**src/rtl/apa102_stream_rx.sv**
```systemverilog
// apa102_stream_rx: oversampling receiver for the two-wire LED-matrix stream.
// Finds the 32-zero start frame, shifts in NUM_LEDS 32-bit pixel words MSB first,
// presents each word in parallel with its index, then checks the 32-zero end frame.
module apa102_stream_rx #(
    parameter int NUM_LEDS = 64,
    parameter int IDX_W    = 6
) (
    input  logic             clk,
    input  logic             reset,
    input  logic             sclk_in,
    input  logic             sdata_in,
    output logic             pix_valid,
    output logic [IDX_W-1:0] pix_index,
    output logic [4:0]       pix_bright,
    output logic [7:0]       pix_blue,
    output logic [7:0]       pix_green,
    output logic [7:0]       pix_red,
    output logic             frame_start,
    output logic             frame_done,
    output logic             frame_err,
    output logic             rx_busy
);

    typedef enum logic [1:0] {S_HUNT, S_SYNC, S_PIXEL, S_END} state_t;

    localparam logic [IDX_W-1:0] LAST_LED = IDX_W'(NUM_LEDS - 1);

    state_t           state_q, state_d;
    logic [2:0]       sclk_q;     // [1:0] synchronizer, [2] edge-detect history
    logic [1:0]       sdata_q;
    logic [5:0]       zero_run_q, zero_run_d;
    logic [5:0]       bit_cnt_q, bit_cnt_d;
    logic [IDX_W-1:0] led_cnt_q, led_cnt_d;
    logic [31:0]      shift_q, shift_d;
    logic [IDX_W-1:0] index_q, index_d;
    logic [28:0]      fields_q, fields_d;
    logic             pix_valid_q, pix_valid_d;
    logic             frame_start_q, frame_start_d;
    logic             frame_done_q, frame_done_d;
    logic             frame_err_q, frame_err_d;

    logic             fall;
    logic             bit_in;
    logic [5:0]       zr_inc;
    logic [31:0]      shift_nxt;

    // Both lines see the same synchronizer depth, so data and clock stay aligned.
    assign fall      = sclk_q[2] & ~sclk_q[1];
    assign bit_in    = sdata_q[1];
    assign zr_inc    = (zero_run_q == 6'd32) ? zero_run_q : zero_run_q + 6'd1;
    assign shift_nxt = {shift_q[30:0], bit_in};

    // Synchronize the serial lines; reset value 0 keeps a high sclk from faking an edge.
    always_ff @(posedge clk) begin
        if (reset) begin
            sclk_q  <= '0;
            sdata_q <= '0;
        end else begin
            sclk_q  <= {sclk_q[1:0], sclk_in};
            sdata_q <= {sdata_q[0], sdata_in};
        end
    end

    // State, counters, shift register and registered outputs.
    always_ff @(posedge clk) begin
        if (reset) begin
            state_q       <= S_HUNT;
            zero_run_q    <= '0;
            bit_cnt_q     <= '0;
            led_cnt_q     <= '0;
            shift_q       <= '0;
            index_q       <= '0;
            fields_q      <= '0;
            pix_valid_q   <= 1'b0;
            frame_start_q <= 1'b0;
            frame_done_q  <= 1'b0;
            frame_err_q   <= 1'b0;
        end else begin
            state_q       <= state_d;
            zero_run_q    <= zero_run_d;
            bit_cnt_q     <= bit_cnt_d;
            led_cnt_q     <= led_cnt_d;
            shift_q       <= shift_d;
            index_q       <= index_d;
            fields_q      <= fields_d;
            pix_valid_q   <= pix_valid_d;
            frame_start_q <= frame_start_d;
            frame_done_q  <= frame_done_d;
            frame_err_q   <= frame_err_d;
        end
    end

    // One framing step per sampled bit (falling sclk edge).
    always_comb begin
        state_d       = state_q;
        zero_run_d    = zero_run_q;
        bit_cnt_d     = bit_cnt_q;
        led_cnt_d     = led_cnt_q;
        shift_d       = shift_q;
        index_d       = index_q;
        fields_d      = fields_q;
        pix_valid_d   = 1'b0;
        frame_start_d = 1'b0;
        frame_done_d  = 1'b0;
        frame_err_d   = 1'b0;
        if (fall) begin
            case (state_q)
                S_HUNT: begin
                    if (bit_in) begin
                        zero_run_d = '0;
                    end else begin
                        zero_run_d = zr_inc;
                        if (zr_inc == 6'd32) state_d = S_SYNC;
                    end
                end
                S_SYNC: begin
                    // The first 1 after the start frame is bit 31 of pixel 0.
                    if (bit_in) begin
                        frame_start_d = 1'b1;
                        shift_d       = 32'd1;
                        bit_cnt_d     = 6'd1;
                        led_cnt_d     = '0;
                        state_d       = S_PIXEL;
                    end
                end
                S_PIXEL: begin
                    shift_d   = shift_nxt;
                    bit_cnt_d = bit_cnt_q + 6'd1;
                    if (bit_cnt_q == 6'd31) begin
                        if (shift_nxt[31:29] == 3'b111) begin
                            fields_d    = shift_nxt[28:0];
                            index_d     = led_cnt_q;
                            pix_valid_d = 1'b1;
                            led_cnt_d   = led_cnt_q + IDX_W'(1);
                            if (led_cnt_q == LAST_LED) begin
                                state_d    = S_END;
                                zero_run_d = '0;
                            end else begin
                                bit_cnt_d = '0;
                            end
                        end else begin
                            frame_err_d = 1'b1;
                            state_d     = S_HUNT;
                            zero_run_d  = '0;
                        end
                    end
                end
                S_END: begin
                    if (bit_in) begin
                        frame_err_d = 1'b1;
                        state_d     = S_HUNT;
                        zero_run_d  = '0;
                    end else if (zr_inc == 6'd32) begin
                        frame_done_d = 1'b1;
                        state_d      = S_HUNT;
                        zero_run_d   = '0;
                    end else begin
                        zero_run_d = zr_inc;
                    end
                end
                default: state_d = S_HUNT;
            endcase
        end
    end

    assign pix_valid   = pix_valid_q;
    assign pix_index   = index_q;
    assign pix_bright  = fields_q[28:24];
    assign pix_blue    = fields_q[23:16];
    assign pix_green   = fields_q[15:8];
    assign pix_red     = fields_q[7:0];
    assign frame_start = frame_start_q;
    assign frame_done  = frame_done_q;
    assign frame_err   = frame_err_q;
    assign rx_busy     = (state_q == S_PIXEL) || (state_q == S_END);

endmodule

```
**config.mk**
```make
export PLATFORM = sky130hd
export DESIGN_NAME = apa102_stream_rx
export DESIGN_NICKNAME = d
export VERILOG_FILES = /design/src/rtl/apa102_stream_rx.sv
export SDC_FILE = /design/constraint.sdc
export NUM_CORES = 1
export LEC_CHECK = 0
export CAP_MARGIN = 20
export CORE_ASPECT_RATIO = 2
export CORE_MARGIN = 8
export CORE_UTILIZATION = 60
export CTS_CLUSTER_SIZE = 24
export DETAILED_ROUTE_END_ITERATION = 8
export DONT_BUFFER_PORTS = 1
export PLACE_DENSITY_LB_ADDON = 0.3
export SYNTH_ARGS = -nofsm -noshare
export SYNTH_HDL_FRONTEND = slang
export SYNTH_SLANG_ARGS = --single-unit
```
**constraint.sdc**
```tcl
create_clock -name clk -period 2.8 [get_ports clk]
set_input_delay 0.42 -clock clk [delete_from_list [all_inputs] [get_ports clk]]
set_output_delay 0.42 -clock clk [all_outputs]
set_load 0.02 [all_outputs]
```
* Word-level counts from Yosys, hierarchy flattened *
Cells that the tools add are included.

storage, ports and cells
  register bits = 95
  bits in latches = 0
  bits in writable memories = 0
  bits in read-only memories = 0
  bits of input ports = 4
  output and inout bits = 40
  memories = 0

cells by class
  $add $sub $neg = 3
  multipliers = 0
  div/mod/pow operators = 0
  $lt $le $gt $ge = 0
  eq/ne operators = 15
  shift operators = 0
  mux-type cells = 34
  bitwise logic cells = 7
  reductions and logical operators = 13

operators with widths
  operator                                                               number
  6-bit two-way mux                                                      14
  31-bit case mux with 2 select lines                                    1
  31-bit two-way mux                                                     1
  6-bit case mux with 2 select lines                                     2
  6-bit by 1-bit adder with 6-bit output, second input constant          3
  6-bit equality test, second input constant                             3
  6-bit case mux with 3 select lines                                     1
  2-bit two-way mux                                                      8
  2-bit inequality test, second input constant                           5
  2-bit case mux with 4 select lines                                     1
  4-bit AND reduction                                                    2
  4-bit OR reduction                                                     2
  7-bit AND reduction                                                    1
  6-bit by 5-bit equality test with 1-bit output, second input constant  1
  3-bit inequality test, second input constant                           2
  1-bit inverter                                                         6
  1-bit two-way mux                                                      5
  5-bit AND reduction                                                    1
  2-bit equality test, second input constant                             2
  3-bit equality test, second input constant                             1
  3-bit AND reduction                                                    1
  3-bit nonzero test                                                     1
  3-bit OR reduction                                                     1
  2-bit by 1-bit equality test with 1-bit output, second input constant  1
  other kinds (6)                                                        6

* Longest topological paths before layout *
  depth in word-level cells = 6
  depth in mapped cells = 9
  mapped depth without buffers = 8

* Worst setup path before layout *
No wires, ideal clock.

  path type = register to register
  start = reg led_cnt_q[0]
  end = reg zero_run_q[4]
  setup time = 0.070 ns
  arrival = 1.681 ns
  data required time = 2.730 ns
  setup slack = 1.048 ns
  cell stages (with the launch flop) = 8
  path buffers = 0
  path through = dfxtp_1 -> ha_1 -> and3_1 -> and3_4 -> o31a_4 -> nand2_4 -> or4_1 -> a21oi_1

between the ends
  longest elaborated chain between the ends = 3

ends and longest elaborated chain
  element                                 line  text
  start: declaration                      33    logic [IDX_W-1:0] led_cnt_q, led_cnt_d;
  start signal: assignment                82    led_cnt_q <= led_cnt_d;
  6-bit equality test                     135   if (led_cnt_q == LAST_LED) begin
  3-bit inequality test (no source line)  -
  4-bit AND reduction (no source line)    -
  end signal: assignment                  80    zero_run_q <= zero_run_d;
  end: declaration                        31    logic [5:0] zero_run_q, zero_run_d;

Every way passes these cells.
A chain may end at the register's enable or synchronous reset.

* Worst setup path after layout *
  start = reg state_q[1]
  end = reg index_q[4] (netlist: pix_index[4])

between the ends
  longest elaborated chain between the ends = 2

ends and longest elaborated chain
  element                               line  text
  start: declaration                    28    state_t state_q, state_d;
  start signal: assignment              79    state_q <= state_d;
  2-bit equality test                   107   case (state_q)
  4-bit AND reduction (no source line)  -
  end signal: assignment                84    index_q <= index_d;
  end: declaration                      35    logic [IDX_W-1:0] index_q, index_d;

Every way passes these cells.

==> reports/qor.csv <==
metric,value,unit
outcome,completed,
drive_gt1_frac,0.0662,
power_switching,0.507,mW
htreeDepth,3,
relSlewSlack,0.649,
synth_edf_count,0,
grt_max_degree,90,
dr.pass1.iters,4,
max-vdd-ir-drop,0.507,mV
r2r_cells,6,
grt_first_pass_wirelength,12700,um
drt_iter0_drc,175,
cp.required,3070,ps
drc_errors,0,
setup_violations,0,
synthMuxAreaShare,0,
die_width,71.5,um
fmax,452,MHz
p_sw_frac,0.196,
min_period,2210,ps
cts-root-buf,clkbuf_16,
hold_slack,158,ps
die_h,127,um
yosysTopAreaCellShare,0.514,
postSynth.asyncResetShare,0,
worstSetupStartpointType,flip-flop,
synthSimpleGateAreaFrac,0.224,
worstSetupEndpointType,flip-flop,
tightest_slew,526,ps
power,2.59,mW
p_per_area,648,nW/um2
core,6010,um2
synthXorXnorAreaFrac,0.0260,
power_frac_comb,0.007,
vias,2885,
rsz0062_at_grt,no,
fp-row-count,40,
slew_violations,0,
clk_pin_slew,60,ps
r2r-end,pix_index[4],
grt.overflow.total,0,
seq_power_share,0.526,
finalWeightedCongestion,0.844,
syn_area_per_cell,8.59,um2
cts_buffers,9,
period_share,0.790,
nets,426,
synth_adder_area_share,0.0135,
syn-cell-area,3700,um2
crit_path_max_fanout,24,
grt_usage,0.174,
stdcell_count,486,
io_pins,44,
clockBufferDepth,2,
synth_nets,439,
rrSetupSlack,590,ps
min_path_type,primary input to flip-flop,
insertion_delay,340,ps
finalHoldViolCount,0,
avgRoutedWirePerCell,15.9,um
synth_cell_type_count,48,
clockPowerShare,0.467,
min_path_cells,1,
dieArea,9090,um2
max_cap_viol_count,0,
cp_data_arrival_time,2480,ps
drtAntennaViolNets,0,
antenna_found_initial,0,
crit_type,flip-flop to flip-flop,
r2r-start,state_q[1],
via_per_inst,5.94,
initial_core_util,0.616,
hold_buffers,0,
synth-main-ff-cell,dfxtp_1,
io_buffers,0,
syn_to_final_growth,7.81,%
synth_compound_area_frac,0.180,
dpl.hpwl,5260,um
antenna_cells,0,
cts_tree,yes,
synth_cells,431,
place_inst,470,
ys_top_cells_by_area,"dfxtp_1 51%, nand2_1 8.5%, a21oi_1 6.5%, a22oi_1 6.3%, nor2_1 5.3%",
finalSetupTns,0,ps
synth_largest_area_cell,dfxtp_1,
wl,7730,um
synth_top_family_by_area,simple AND/OR/NAND/NOR gates,
cts_setup_buffers,0,
crit_start,state_q[1],
seq_area_frac_synth,0.514,
yosysWarnings,0,
skew,4.75,ps
power.internal,2.08,mW
clock_sinks,95,
ys_ff_latch,95,
crit_end,pix_index[4],
grt_pass1_vias,2749,
p_leak,1.39,nW
cts-resized-gates,0,
==> per-stage QoR <==
stage / worst slack [ps] / cell area [um2] / util
after floorplan: 1050 / 3700 / -
after global placement: 673 / 3690 / 0.615
after detailed placement: 610 / 3690 / 0.615
after CTS: 567 / 3990 / 0.664
after global routing: 428 / 3990 / 0.664
final: 588 / 3990 / 0.664
==> worst max-delay path, stage by stage, from the launching register on <==
cell,delay (ps)
dfxtp_1,580
nand2b_1,310
nor2_2,280
and2_1,510
buf_12,230
nand2_1,80
a21oi_1,140
==> flip-flops by register name, indices dropped and copies added (netlist names) <==
name and count:
pix_index 6, sclk_q 3, led_cnt_q 6, pix_valid 1, bit_cnt_q 6, frame_start 1
state_q 2, zero_run_q 6, shift_q 31, fields_q 29, sdata_q 2, frame_done 1
frame_err 1
==> power by group through the flow <==
stage	registers, mW	clock network [mW]	logic, mW
6_report	1.36	1.21	0.0187
5_1_grt	1.36	1.29	0.0207
4_1_cts	1.36	1.23	0.0188
3_5_place_dp	1.39	0	0.0188
3_3_place_gp	1.39	0	0.0187
2_1_floorplan	1.39	0	0.0319
==> cells in the final DEF (no fill, tap or decap), types with 5 or more instances in the layout <==
cell       netlist  routed
a21oi_1         48      48
o21ai_0          5       5
nor2_1          52      52
inv_1            7       7
clkbuf_16        0       9
and3_1           6       6
xnor2_1          7       7
nand2_1         84      84
nor2b_1         10      10
a22oi_1         31      31
nand3_1          5       5
dfxtp_1         95      95
==> per-layer routing <==
metal,vias to the layer above,track usage,part of all wire,wire (um)
met2,59,0.304,0.53,4100
met4,0,0.0958,0.026,198
met3,14,0.0509,0.055,422
li1,1442,-,-,-
met1,1370,0.179,0.39,3010
met5,-,0,0,0
==> worst min path at each step <==
stage / startpoint / endpoint / slack, ps
finish: reset / shift_q[0] / 160
global placement: sclk_q[0] / sclk_q[1] / 420
detailed placement: sdata_q[0] / sdata_q[1] / 420
floorplan: sclk_q[0] / sclk_q[1] / 410
global route: reset / fields_q[4] / 140
CTS: reset / fields_q[1] / 140
==> synth_stat cells (all sizes together) (2+ instances only) <==
| library cell | count |
|---|---|
| and2 | 2 |
| buf | 8 |
| a22oi | 31 |
| clkbuf | 20 |
| nand2b | 4 |
| xor2 | 4 |
| inv | 7 |
| ha | 4 |
| or4 | 2 |
| nor2 | 53 |
| nor4 | 3 |
| o21ai | 7 |
| and3 | 7 |
| a41oi | 2 |
| dfxtp | 95 |
| nand3 | 6 |
| nor3 | 2 |
| or3 | 3 |
| nand2 | 85 |
| a31oi | 3 |
| nor2b | 10 |
| a21oi | 49 |
| xnor2 | 7 |
==> cells by family after synthesis <==
family | after synthesis
buffers and inverters | 35
adder cells (fa/ha/maj) | 4
AND/OR/NAND/NOR | 184
AO/OA/AOI/OAI | 102
flip-flops | 95
XOR/XNOR | 11
==> cell type report <==
cell class,instances,area [um2]
multi-input combinational,301,1640
clock inverter,5,56.3
fill,517,2020
inverter,7,26.3
clock buffer,11,243
sequential,95,1900
tap,63,78.8
timing repair buffer,4,42.5
Power figures use the tool's default switching activity.
